`src/rtl/tl_fc_pkg.sv`:
```
// Shared flow-control definitions for the transaction-layer credit blocks:
// credit type codes, default field widths and the TX FC state encoding.
package tl_fc_pkg;

    localparam int HDR_FIELD_SIZE_DEF  = 8;
    localparam int DATA_FIELD_SIZE_DEF = 12;

    typedef enum logic [1:0] {
        POSTED     = 2'b00,
        NON_POSTED = 2'b01,
        COMPLETION = 2'b10,
        FC_NONE    = 2'b11
    } fc_type_e;

    typedef enum logic [1:0] {
        ST_IDLE   = 2'b00,
        ST_INIT   = 2'b01,
        ST_ACTIVE = 2'b10
    } fc_state_e;

endpackage

```
`src/rtl/tl_tx_fc_type_ctr.sv`:
```
// Per-type TX credit tracker: CREDIT_LIMIT, CREDITS_CONSUMED, infinite flags
// and the modulo sufficiency test for one pending TLP of this type.
module tl_tx_fc_type_ctr
    import tl_fc_pkg::*;
#(
    parameter int HDR_W  = HDR_FIELD_SIZE_DEF,
    parameter int DATA_W = DATA_FIELD_SIZE_DEF
) (
    input  logic              i_clk,
    input  logic              i_n_rst,
    input  logic              i_clear,
    input  logic              i_init_wr,
    input  logic              i_upd_wr,
    input  logic [HDR_W-1:0]  i_hdr_field,
    input  logic [DATA_W-1:0] i_data_field,
    input  logic              i_debit,
    input  logic [DATA_W-1:0] i_req_data,
    output logic [HDR_W-1:0]  o_hdr_limit,
    output logic [DATA_W-1:0] o_data_limit,
    output logic [HDR_W-1:0]  o_hdr_consumed,
    output logic [DATA_W-1:0] o_data_consumed,
    output logic              o_pass
);

    localparam logic [HDR_W-1:0]  HDR_HALF  = {1'b1, {(HDR_W-1){1'b0}}};
    localparam logic [DATA_W-1:0] DATA_HALF = {1'b1, {(DATA_W-1){1'b0}}};
    localparam logic [HDR_W-1:0]  HDR_ONE   = {{(HDR_W-1){1'b0}}, 1'b1};

    logic [HDR_W-1:0]  hdr_limit_q, hdr_limit_d, hdr_cons_q, hdr_cons_d;
    logic [DATA_W-1:0] data_limit_q, data_limit_d, data_cons_q, data_cons_d;
    logic              hdr_inf_q, hdr_inf_d, data_inf_q, data_inf_d;
    logic [HDR_W-1:0]  hdr_room;
    logic [DATA_W-1:0] data_room;

    always_comb begin
        hdr_limit_d  = hdr_limit_q;
        data_limit_d = data_limit_q;
        hdr_cons_d   = hdr_cons_q;
        data_cons_d  = data_cons_q;
        hdr_inf_d    = hdr_inf_q;
        data_inf_d   = data_inf_q;
        if (i_clear) begin
            hdr_limit_d  = '0;
            data_limit_d = '0;
            hdr_cons_d   = '0;
            data_cons_d  = '0;
            hdr_inf_d    = 1'b0;
            data_inf_d   = 1'b0;
        end else begin
            // A zero InitFC field means unlimited credit for that field
            if (i_init_wr) begin
                hdr_limit_d  = i_hdr_field;
                data_limit_d = i_data_field;
                hdr_inf_d    = (i_hdr_field == '0);
                data_inf_d   = (i_data_field == '0);
            end else if (i_upd_wr) begin
                if (!hdr_inf_q)  hdr_limit_d  = i_hdr_field;
                if (!data_inf_q) data_limit_d = i_data_field;
            end
            if (i_debit) begin
                hdr_cons_d = hdr_cons_q + HDR_ONE;
                if (!data_inf_q) data_cons_d = data_cons_q + i_req_data;
            end
        end
    end

    always_ff @(posedge i_clk or negedge i_n_rst) begin
        if (!i_n_rst) begin
            hdr_limit_q  <= '0;
            data_limit_q <= '0;
            hdr_cons_q   <= '0;
            data_cons_q  <= '0;
            hdr_inf_q    <= 1'b0;
            data_inf_q   <= 1'b0;
        end else begin
            hdr_limit_q  <= hdr_limit_d;
            data_limit_q <= data_limit_d;
            hdr_cons_q   <= hdr_cons_d;
            data_cons_q  <= data_cons_d;
            hdr_inf_q    <= hdr_inf_d;
            data_inf_q   <= data_inf_d;
        end
    end

    // Remaining room after this TLP; wraps past half the range mean "short"
    assign hdr_room  = hdr_limit_q - hdr_cons_q - HDR_ONE;
    assign data_room = data_limit_q - data_cons_q - i_req_data;
    assign o_pass    = (hdr_inf_q || (hdr_room <= HDR_HALF)) &&
                       ((i_req_data == '0) || data_inf_q || (data_room <= DATA_HALF));

    assign o_hdr_limit     = hdr_limit_q;
    assign o_data_limit    = data_limit_q;
    assign o_hdr_consumed  = hdr_cons_q;
    assign o_data_consumed = data_cons_q;

endmodule

```
`src/rtl/tl_tx_fc.sv`:
```
// TX flow-control credit gate: FC init/active FSM, FC DLLP type decode and
// the registered TLP grant, over three per-type credit trackers.
module tl_tx_fc
    import tl_fc_pkg::*;
#(
    parameter int HDR_FIELD_SIZE  = HDR_FIELD_SIZE_DEF,
    parameter int DATA_FIELD_SIZE = DATA_FIELD_SIZE_DEF
) (
    input  logic                         i_clk,
    input  logic                         i_n_rst,
    input  logic                         i_dll_ctrl_fc_init,
    input  logic                         i_dll_rx_fc_creds_valid,
    input  logic [1:0]                   i_dll_rx_fc_type,
    input  logic [HDR_FIELD_SIZE-1:0]    i_dll_rx_fc_hdr_creds,
    input  logic [DATA_FIELD_SIZE-1:0]   i_dll_rx_fc_data_creds,
    input  logic                         i_tlp_req_valid,
    input  logic [1:0]                   i_tlp_req_type,
    input  logic [DATA_FIELD_SIZE-1:0]   i_tlp_req_data_creds,
    output logic                         o_tlp_grant,
    output logic                         o_fc_init_done,
    output logic [3*HDR_FIELD_SIZE-1:0]  o_tx_fc_hdr_limit_bus,
    output logic [3*DATA_FIELD_SIZE-1:0] o_tx_fc_data_limit_bus,
    output logic [3*HDR_FIELD_SIZE-1:0]  o_tx_fc_hdr_consumed_bus,
    output logic [3*DATA_FIELD_SIZE-1:0] o_tx_fc_data_consumed_bus
);

    fc_state_e  state_q, state_d;
    logic [2:0] rcvd_q, rcvd_d;
    logic       grant_q, grant_d;
    logic       init_done_q, init_done_d;
    logic [2:0] fc_hit, init_wr, upd_wr, debit;
    logic [3:0] pass;
    logic       clear;

    assign clear   = (state_q == ST_ACTIVE) && i_dll_ctrl_fc_init;
    assign pass[3] = 1'b0;  // type 11 never passes

    for (genvar g = 0; g < 3; g++) begin : g_type
        assign fc_hit[g]  = i_dll_rx_fc_creds_valid && (i_dll_rx_fc_type == 2'(g));
        assign init_wr[g] = (state_q == ST_INIT) && fc_hit[g];
        assign upd_wr[g]  = (state_q == ST_ACTIVE) && !i_dll_ctrl_fc_init && fc_hit[g];
        assign debit[g]   = grant_d && (i_tlp_req_type == 2'(g));

        // Type 0 (P) sits in the most significant slice of each bus
        tl_tx_fc_type_ctr #(
            .HDR_W  (HDR_FIELD_SIZE),
            .DATA_W (DATA_FIELD_SIZE)
        ) u_ctr (
            .i_clk           (i_clk),
            .i_n_rst         (i_n_rst),
            .i_clear         (clear),
            .i_init_wr       (init_wr[g]),
            .i_upd_wr        (upd_wr[g]),
            .i_hdr_field     (i_dll_rx_fc_hdr_creds),
            .i_data_field    (i_dll_rx_fc_data_creds),
            .i_debit         (debit[g]),
            .i_req_data      (i_tlp_req_data_creds),
            .o_hdr_limit     (o_tx_fc_hdr_limit_bus[(2-g)*HDR_FIELD_SIZE +: HDR_FIELD_SIZE]),
            .o_data_limit    (o_tx_fc_data_limit_bus[(2-g)*DATA_FIELD_SIZE +: DATA_FIELD_SIZE]),
            .o_hdr_consumed  (o_tx_fc_hdr_consumed_bus[(2-g)*HDR_FIELD_SIZE +: HDR_FIELD_SIZE]),
            .o_data_consumed (o_tx_fc_data_consumed_bus[(2-g)*DATA_FIELD_SIZE +: DATA_FIELD_SIZE]),
            .o_pass          (pass[g])
        );
    end

    always_comb begin
        state_d = state_q;
        rcvd_d  = rcvd_q;
        grant_d = 1'b0;
        case (state_q)
            ST_IDLE: if (i_dll_ctrl_fc_init) state_d = ST_INIT;
            ST_INIT: begin
                rcvd_d = rcvd_q | fc_hit;
                if (&rcvd_q && !i_dll_ctrl_fc_init) state_d = ST_ACTIVE;
            end
            ST_ACTIVE: begin
                if (i_dll_ctrl_fc_init) begin
                    state_d = ST_INIT;
                    rcvd_d  = '0;
                end else begin
                    // grant_q blocks back-to-back grants on a still-held request
                    grant_d = i_tlp_req_valid && !grant_q && pass[i_tlp_req_type];
                end
            end
            default: state_d = ST_IDLE;
        endcase
        init_done_d = (state_d == ST_ACTIVE);
    end

    always_ff @(posedge i_clk or negedge i_n_rst) begin
        if (!i_n_rst) begin
            state_q     <= ST_IDLE;
            rcvd_q      <= '0;
            grant_q     <= 1'b0;
            init_done_q <= 1'b0;
        end else begin
            state_q     <= state_d;
            rcvd_q      <= rcvd_d;
            grant_q     <= grant_d;
            init_done_q <= init_done_d;
        end
    end

    assign o_tlp_grant    = grant_q;
    assign o_fc_init_done = init_done_q;

endmodule

```
`config.mk`:
```
export PLATFORM = sky130hd
export DESIGN_NAME = tl_tx_fc
export DESIGN_NICKNAME = d
export VERILOG_FILES = /design/src/rtl/tl_fc_pkg.sv /design/src/rtl/tl_tx_fc_type_ctr.sv /design/src/rtl/tl_tx_fc.sv
export SDC_FILE = /design/constraint.sdc
export NUM_CORES = 1
export LEC_CHECK = 0
export ABC_AREA = 1
export CAP_MARGIN = 20
export CORE_UTILIZATION = 53
export CTS_BUF_LIST = sky130_fd_sc_hd__clkbuf_4 sky130_fd_sc_hd__clkbuf_8 sky130_fd_sc_hd__clkbuf_16
export CTS_CLUSTER_DIAMETER = 30
export DETAILED_ROUTE_END_ITERATION = 8
export PLACE_DENSITY = 0.85
export SYNTH_ARGS = -nofsm -noshare
export SYNTH_HDL_FRONTEND = slang
export SYNTH_HIERARCHICAL = 1
export SYNTH_SLANG_ARGS = --single-unit
```
`constraint.sdc`:
```
create_clock -name i_clk -period 11.1 [get_ports i_clk]
set_clock_uncertainty 0.15 [all_clocks]
set_input_delay 1.665 -clock i_clk [delete_from_list [all_inputs] [get_ports i_clk]]
set_output_delay 1.665 -clock i_clk [all_outputs]
set_load 0.005 [all_outputs]
```
==> flow_summary.yaml, run 1 <==
outcome:
  status: "completed"
detailed_routing:
  drtIter0Drc: 927
  viasPerCell: 5.56
  vias: 11700
  post-route-drc-count: 0
  wl_per_cell_um: 16.9
  wirelength_um: 35400
  drt.antenna.violating_nets: 0
  firstDrtPassIters: 5
timing:
  fin_setup_tns_ns: 0
  setup_viol: 0
  fin_crit_ns: 6.77
  worstMarginPinSlew_ns: 0.994
  fmax_mhz: 148
  slew_headroom: 0.335
  post-route-period-util: 0.610
  rsz0062_at_grt: "no"
  hold_violations: 0
  holdWs_ns: 0.339
  slew_viol_final: 0
place:
  dp_cells: 2071
  io_buffers: 162
  dp_hpwl_um: 26500
  routabilityCongestion: 0.954
  placed_area_um2: 13800
synth:
  synth_compound_area_frac: 0.122
  netlist_instances: 1641
  ys_types: 43
  syn_nets: 1847
  ys_ff_latch: 133
  synthXorXnorAreaFrac: 0.0192
  synth_fa_ha_area_frac: 0.198
  muxShareOfSynthArea: 0
  yosysWarnings: 6
  avgSynthCellArea_um2: 7.24
  yosys.area_share.simple: 0.262
  synth_top_family_by_area: "simple AND/OR/NAND/NOR gates"
  synthesis.area_um2: 11900
  synth-seq-area-share: 0.280
cts:
  cts_resized: 0
  cts_sinks: 133
  cts.clk_slew.worst_paths_ns: 0.07
  cts_root_buffer: "clkbuf_16"
  cts_max_path_buffers: 2
  cts_tree: "yes"
  numCtsBuffers: 17
  postCtsSetupRepairBufs: 0
  hold_buffers: 0
  cts.htree.levels: 4
  clk_latency_ns: 0.43
power:
  p_int_mw: 2.39
  power.total_mw: 4.66
  switching_share: 0.488
  clockPowerShare: 0.143
  p_switching_mw: 2.27
  p_leak_nw: 7.41
  ir_worst_vdd_v: 0.000159
  cellPowerDensity_nw_per_um2: 321
  seqPwrFrac: 0.190
  comb_power_share: 0.668
worst_setup_path:
  cp_slowest_cell: "clkdlybuf4s50_1"
  end_kind: "register"
  crit_end: "g_type[2].u_ctr/o_data_consumed[6]$_DFFE_PN0P_"
  crit_type: "input pin to register"
  r2r_start: "g_type[2].u_ctr/o_data_consumed[0]$_DFFE_PN0P_"
  r2r_end: "g_type[2].u_ctr/o_data_consumed[6]$_DFFE_PN0P_"
  crit_fanout: 9
  startpoint_type: "input pin"
  cpPeakStageDelay_ns: 0.80
  r2r_slack_ns: 6.08
  r2r_cells: 29
  cp-startpoint: "i_tlp_req_data_creds[0]"
  arrival_ns: 6.96
  critPathRequiredTime_ns: 11.29
final_layout:
  final_cells: 2103
  num_antenna_cells: 0
  drive_above_1_share: 0.0614
  final_nets: 2016
  design_area_um2: 14500
  multi_input_area_um2: 7150
  final_cell_mix: "349 x inv_1, 299 x nand2_1, 161 x clkdlybuf4s50_1, 157 x nand3_1, 133 x dfrtp_1"
  area_growth_pct: 22.0
  regArea_um2: 3330
  fillers: 1833
  mostFrequentLayoutCell: "inv_1"
die:
  die_w_um: 152
  core_area_um2: 21900
  die_area_um2: 23000
  fp-row-count: 54
  initial_core_util: 0.543
  fp.dieH_um: 152
  ios: 163
hold_path:
  hold_path_class: "register to register"
global_route:
  grt_pass1_vias: 11300
  antenna_found_initial: 0
  grt_start_max_net_pins: 72
  grt-ovfl-total: 0
  grt_pass1_wl_um: 56500
  track_usage: 0.320
job:
  max-cap-violations: 0
## state kept, by name, indices dropped and copies added, names as in the netlist, 2 cells and up
register and flops:
g_type.u_ctr/o_data_consumed 36, g_type.u_ctr/o_data_limit 36, g_type.u_ctr/o_hdr_consumed 24, g_type.u_ctr/o_hdr_limit 24
g_type.u_ctr/data_inf_q 3, g_type.u_ctr/hdr_inf_q 3, rcvd_q 3, state_q 2
## worst min path at each step
| stage | cells after the start | to | slack [ns] | from |
|---|---|---|---|---|
| 4_1_cts | 1 | g_type[2].u_ctr/o_hdr_consumed[6]$_DFFE_PN0P_ | 0.34 | g_type[2].u_ctr/o_hdr_consumed[5]$_DFFE_PN0P_ |
| 3_5_place_dp | 1 | g_type[2].u_ctr/o_hdr_consumed[6]$_DFFE_PN0P_ | 0.33 | g_type[2].u_ctr/o_hdr_consumed[5]$_DFFE_PN0P_ |
| 2_1_floorplan | 1 | g_type[1].u_ctr/o_hdr_consumed[6]$_DFFE_PN0P_ | 0.32 | g_type[1].u_ctr/o_hdr_consumed[5]$_DFFE_PN0P_ |
| 3_3_place_gp | 1 | g_type[2].u_ctr/o_hdr_consumed[6]$_DFFE_PN0P_ | 0.32 | g_type[2].u_ctr/o_hdr_consumed[5]$_DFFE_PN0P_ |
| 5_1_grt | 1 | g_type[2].u_ctr/o_hdr_consumed[6]$_DFFE_PN0P_ | 0.35 | g_type[2].u_ctr/o_hdr_consumed[5]$_DFFE_PN0P_ |
| 6_report | 1 | g_type[2].u_ctr/o_hdr_consumed[6]$_DFFE_PN0P_ | 0.34 | g_type[2].u_ctr/o_hdr_consumed[5]$_DFFE_PN0P_ |
## cells in the mapped netlist (all sizes together)
| cell | number | area share |
|---|---|---|
| a21boi | 1 | 0.00063 |
| a21o | 4 | 0.0025 |
| a21oi | 95 | 0.042 |
| a22o | 3 | 0.0022 |
| a31oi | 3 | 0.0016 |
| a32o | 2 | 0.0017 |
| and3 | 2 | 0.0011 |
| buf | 8 | 0.0032 |
| clkbuf | 8 | 0.0025 |
| dfrtp | 133 | 0.28 |
| fa | 39 | 0.066 |
| ha | 126 | 0.13 |
| inv | 359 | 0.11 |
| nand2 | 316 | 0.10 |
| nand2b | 1 | 0.00053 |
| nand3 | 167 | 0.075 |
| nand3b | 8 | 0.0051 |
| nand4 | 24 | 0.013 |
| nor2 | 116 | 0.041 |
| nor3 | 19 | 0.010 |
| nor4 | 21 | 0.012 |
| o211ai | 2 | 0.0013 |
| o21a | 2 | 0.0013 |
| o21ai | 138 | 0.060 |
| o21bai | 6 | 0.0038 |
| o22ai | 8 | 0.0042 |
| o31a | 1 | 0.00074 |
| or2 | 3 | 0.0018 |
| xnor2 | 16 | 0.012 |
| xor2 | 10 | 0.0074 |
## power groups by stage
stage | combinational, mW | clock, mW | sequential (mW)
2_1_floorplan | 2.16 | 0 | 0.825
3_3_place_gp | 2.97 | 0 | 0.883
3_5_place_dp | 3.03 | 0 | 0.885
4_1_cts | 3.08 | 0.670 | 0.881
5_1_grt | 3.55 | 0.692 | 0.901
6_report | 3.11 | 0.664 | 0.884
## worst max-delay path, delay by kind of cell
kind / cells / cell delay [ns]
buffers and inverters: 7 / 1.49
AND/OR/NAND/NOR: 16 / 2.08
AO/OA/AOI/OAI: 4 / 0.60
adder cells (fa/ha/maj): 3 / 1.10
## metal layers
layer	up-vias	global-route usage	routed length, um
met4	0	0.142	1260
li1	5581	-	-
met5	-	0	0
met2	522	0.523	16700
met1	5498	0.416	14600
met3	94	0.0527	2850
## kinds of logic after synthesis
group                    Yosys count
AND/OR/NAND/NOR                  677
buffers and inverters            375
AO/OA/AOI/OAI                    265
adder cells (fa/ha/maj)          165
flip-flops                       133
XOR/XNOR                          26
## stage by stage
stage	utilization	setup slack, ns
after floorplan	-	5.80
after global placement	0.632	4.20
after detailed placement	0.632	4.04
after CTS	0.663	4.47
after global routing	0.663	3.84
final	0.663	4.33
## area by class of cell
type | count | area share
clock buffers | 20 | 0.0317
clock inverters | 12 | 0.0154
inverters | 359 | 0.0929
multi-input cells | 1133 | 0.492
flip-flops and latches | 133 | 0.229
well taps | 280 | 0.0241
repair buffers | 166 | 0.114
Power figures use the tool's default switching activity.
==> run 2, diff against run 1 <==
==> constraint.sdc (replaced) <==
create_clock -name i_clk -period 6.7 [get_ports i_clk]
set_clock_uncertainty 0.15 [all_clocks]
set_input_delay 1.005 -clock i_clk [delete_from_list [all_inputs] [get_ports i_clk]]
set_output_delay 1.005 -clock i_clk [all_outputs]
set_load 0.005 [all_outputs]
==> flow_summary.yaml, run 2 (same netlist as run 1, synthesis figures left out) <==
job:
  max-cap-violations: 0
final_layout:
  area_growth_pct: 22.4
  regArea_um2: 3330
  drive_above_1_share: 0.0655
  mostFrequentLayoutCell: "inv_1"
  num_antenna_cells: 0
  final_cells: 2111
  fillers: 1875
  multi_input_area_um2: 7150
  final_cell_mix: "349 x inv_1, 299 x nand2_1, 161 x clkdlybuf4s50_1, 157 x nand3_1, 133 x dfrtp_1"
  final_nets: 2024
cts:
  cts_max_path_buffers: 2
  postCtsSetupRepairBufs: 0
  cts_sinks: 133
  numCtsBuffers: 17
  cts.clk_slew.worst_paths_ns: 0.07
  hold_buffers: 0
  cts_tree: "yes"
  cts_resized: 0
  clk_latency_ns: 0.43
  cts.htree.levels: 4
  cts_root_buffer: "clkbuf_16"
worst_setup_path:
  cpPeakStageDelay_ns: 0.51
  end_kind: "register"
  startpoint_type: "input pin"
  r2r_cells: 29
  critPathRequiredTime_ns: 6.90
  cp_slowest_cell: "fa_1"
  arrival_ns: 6.00
  crit_fanout: 9
  crit_type: "input pin to register"
timing:
  fin_crit_ns: 5.80
  post-route-period-util: 0.866
  fmax_mhz: 172
  slew_headroom: 0.363
  worstMarginPinSlew_ns: 0.956
  fin_setup_tns_ns: 0
  rsz0062_at_grt: "no"
  setup_viol: 0
  slew_viol_final: 0
  hold_violations: 0
hold_path:
  hold_depth: 1
  hold_path_class: "register to register"
global_route:
  grt_start_max_net_pins: 71
  grt-ovfl-total: 0
  grt_pass1_vias: 11400
  grt_pass1_wl_um: 57400
  antenna_found_initial: 0
  track_usage: 0.328
detailed_routing:
  vias: 11700
  drtIter0Drc: 710
  wl_per_cell_um: 17.2
  wirelength_um: 36300
  drt.antenna.violating_nets: 0
  viasPerCell: 5.56
  post-route-drc-count: 0
  firstDrtPassIters: 6
outcome:
  status: "completed"
power:
  ir_worst_vdd_v: 0.000297
  p_leak_nw: 7.44
  cellPowerDensity_nw_per_um2: 530
place:
  io_buffers: 162
  routabilityCongestion: 0.934
  dp_cells: 2079
  dp_hpwl_um: 27600
die:
  die_w_um: 152
  die_area_um2: 23000
  fp.dieH_um: 152
  initial_core_util: 0.543
  ios: 163
  fp-row-count: 54
  core_area_um2: 21900
==> run 2: path summary, 6_finish.rpt <==
check                                                               startpoint                                        endpoint  slack (ns)
worst max register to register  g_type[2].u_ctr/o_data_consumed[0]$_DFFE_PN0P_  g_type[2].u_ctr/o_data_consumed[8]$_DFFE_PN0P_        1.74
worst min-delay path             g_type[2].u_ctr/o_hdr_consumed[5]$_DFFE_PN0P_   g_type[2].u_ctr/o_hdr_consumed[6]$_DFFE_PN0P_        0.33
max in group asynchronous                                              i_n_rst      g_type[0].u_ctr/o_hdr_limit[1]$_DFFE_PN0P_        4.59
worst min register to register   g_type[2].u_ctr/o_hdr_consumed[5]$_DFFE_PN0P_   g_type[2].u_ctr/o_hdr_consumed[6]$_DFFE_PN0P_        0.33
min in group asynchronous                                              i_n_rst  g_type[2].u_ctr/o_data_consumed[7]$_DFFE_PN0P_        0.42
worst max-delay path                                   i_tlp_req_data_creds[0]  g_type[2].u_ctr/o_data_consumed[8]$_DFFE_PN0P_        0.90
==> run 2: layout make-up <==
cell class	count	share of cell area
Clock inverter	14	0.0159
Clock buffer	18	0.0298
Tap cell	280	0.0241
Multi-Input combinational cell	1133	0.491
Inverter	359	0.0926
Sequential cell	133	0.229
Timing Repair Buffer	174	0.118
==> run 2: worst max-delay path: cells and delay by family <==
family	cells	cell delay [ns]
AO/OA/AOI/OAI	4	0.54
adder cells (fa/ha/maj)	3	1.10
buffers and inverters	8	1.29
AND/OR/NAND/NOR	16	2.07
==> run 2: report_power, final <==
| part | total, mW | internal [mW] | switching, mW |
|---|---|---|---|
| Sequential | 1.46 | 1.10 | 0.363 |
| Combinational | 5.18 | 2.14 | 3.04 |
| Clock | 1.08 | 0.700 | 0.377 |
==> run 2: layer usage <==
layer  share of wire  vias up  GRT usage
met4           0.035        0      0.139
met1            0.40     5556      0.405
met5               0        -          0
met3           0.080       94     0.0617
li1                -     5606          -
met2            0.48      489      0.558
==> run 2: through the flow <==
step	worst slack (ns)	hold WS (ns)	instance area, um^2	power, mW	utilization
after floorplan	2.06	0.319	11900	4.95	-
after global placement	0.627	0.317	13900	6.44	0.634
after detailed placement	0.549	0.322	13900	6.55	0.634
after CTS	0.974	0.330	14500	7.67	0.665
after global routing	0.328	0.341	14500	8.50	0.665
final	0.900	0.328	14500	7.72	0.665
==> run 3, diff against run 2 <==
--- a/config.mk
+++ b/config.mk
@@ -6,7 +6,8 @@
 export NUM_CORES = 1
 export LEC_CHECK = 0
 export ABC_AREA = 1
-export CAP_MARGIN = 20
+export ABC_CLOCK_PERIOD_IN_PS = 6700
+export CORE_MARGIN = 2
 export CORE_UTILIZATION = 53
 export CTS_BUF_LIST = sky130_fd_sc_hd__clkbuf_4 sky130_fd_sc_hd__clkbuf_8 sky130_fd_sc_hd__clkbuf_16
 export CTS_CLUSTER_DIAMETER = 30
==> flow_summary.yaml, run 3 (same netlist as run 1, synthesis figures left out) <==
outcome:
  status: "completed"
global_route:
  grt_pass1_vias: 11800
  grt-ovfl-total: 0
  grt_start_max_net_pins: 89
  antenna_found_initial: 0
  track_usage: 0.313
  grt_pass1_wl_um: 58900
final_layout:
  final_cells: 2111
  final_nets: 2025
  utilization: 0.662
  num_antenna_cells: 0
  area_growth_pct: 21.8
  fillers: 1895
  mostFrequentLayoutCell: "inv_1"
  final_cell_mix: "349 x inv_1, 299 x nand2_1, 161 x clkdlybuf4s50_1, 157 x nand3_1, 133 x dfrtp_1"
  drive_above_1_share: 0.0655
power:
  cellPowerDensity_nw_per_um2: 525
  p_leak_nw: 7.42
  ir_worst_vdd_v: 0.000322
worst_setup_path:
  cpPeakStageDelay_ns: 0.62
  r2r_cells: 29
  critPathRequiredTime_ns: 6.90
  crit_top_cell: "nand2_1"
  startpoint_type: "input pin"
  crit_type: "input pin to register"
  crit_fanout: 7
  cp_slowest_cell: "clkdlybuf4s50_1"
  arrival_ns: 6.08
  end_kind: "register"
detailed_routing:
  dr_wl_met3_um: 2790
  viasPerCell: 5.56
  top_layer: "met4"
  drt.antenna.violating_nets: 0
  drtIter0Drc: 706
  firstDrtPassIters: 7
  wl_met1_um: 14500
  wirelength_um: 36300
  wl_per_cell_um: 17.2
  vias: 11700
  wl_met2_um: 17300
  post-route-drc-count: 0
timing:
  hold_violations: 0
  fin_crit_ns: 5.88
  fin_setup_tns_ns: 0
  slew_headroom: 0.372
  slew_viol_final: 0
  fmax_mhz: 170
  holdWs_ns: 0.350
  worst_slack_ns: 0.820
  worstMarginPinSlew_ns: 0.939
  setup_viol: 0
  post-route-period-util: 0.878
  rsz0062_at_grt: "no"
place:
  dp_hpwl_um: 27800
  routabilityCongestion: 0.962
  io_buffers: 162
  dp_cells: 2080
  dp_slack_ns: 0.519
cts:
  cts.htree.levels: 4
  cts_max_path_buffers: 2
  cts_root_buffer: "clkbuf_16"
  hold_buffers: 0
  postCtsSetupRepairBufs: 0
  clk_latency_ns: 0.43
  cts.clk_slew.worst_paths_ns: 0.07
  cts_sinks: 133
  cts_tree: "yes"
  cts_resized: 0
  numCtsBuffers: 17
die:
  die_w_um: 154
  fp-row-count: 54
  ios: 163
  fp.dieH_um: 154
  die_area_um2: 23600
  initial_core_util: 0.543
  core_area_um2: 21900
hold_path:
  hold_depth: 1
  hold_path_class: "register to register"
job:
  max-cap-violations: 0
-- run 3: cell count changes in the layout (fill, tap and decap cells not counted) --
cell	before	now
buf_4	12	13
bufinv_16	6	3
clkinv_4	0	4
clkinvlp_4	3	2
inv_6	1	0
-- run 3: power breakdown --
| part | internal (mW) | switching [mW] |
|---|---|---|
| Clock | 0.586 | 0.375 |
| Combinational | 2.14 | 3.04 |
| Sequential | 1.10 | 0.359 |
-- run 3: per-stage QoR --
stage | area (um^2) | power (mW)
after floorplan | 11900 | 4.95
after global placement | 13900 | 6.43
after detailed placement | 13900 | 6.56
after CTS | 14500 | 7.57
after global routing | 14500 | 8.39
final | 14500 | 7.60
-- run 3: worst max-delay path, delay by kind of cell --
kind | cells | cell delay [ns]
AND/OR/NAND/NOR | 16 | 2.14
buffers and inverters | 6 | 1.20
adder cells (fa/ha/maj) | 3 | 1.16
AO/OA/AOI/OAI | 4 | 0.58
-- run 3: metal layers --
layer | vias up | GRT usage
met5 | - | 0
met4 | 0 | 0.163
met3 | 115 | 0.0527
met2 | 487 | 0.523
met1 | 5529 | 0.390
li1 | 5603 | -
-- run 3: worst paths after layout --
kind                                                           startpoint                                        endpoint  slack (ns)
setup reg to reg           g_type[2].u_ctr/o_data_consumed[0]$_DFFE_PN0P_  g_type[2].u_ctr/o_data_consumed[5]$_DFFE_PN0P_        1.67
setup / recovery                                  i_tlp_req_data_creds[0]  g_type[2].u_ctr/o_data_consumed[5]$_DFFE_PN0P_        0.82
hold reg to reg             g_type[2].u_ctr/o_hdr_consumed[5]$_DFFE_PN0P_   g_type[2].u_ctr/o_hdr_consumed[6]$_DFFE_PN0P_        0.35
hold / removal              g_type[2].u_ctr/o_hdr_consumed[5]$_DFFE_PN0P_   g_type[2].u_ctr/o_hdr_consumed[6]$_DFFE_PN0P_        0.35
max in group asynchronous                                         i_n_rst     g_type[2].u_ctr/o_data_limit[4]$_DFFE_PN0P_        4.70
min in group asynchronous                                         i_n_rst  g_type[2].u_ctr/o_data_consumed[8]$_DFFE_PN0P_        0.49
-- run 3: area by class of cell --
type                            count  area [um^2]  area share
Clock inverter                     13          160      0.0111
Multi-Input combinational cell   1133         7150       0.493
Clock buffer                       18          433      0.0299
Sequential cell                   133         3330       0.230
Tap cell                          280          350      0.0242
Inverter                          359         1350      0.0930
Timing Repair Buffer              175         1720       0.119
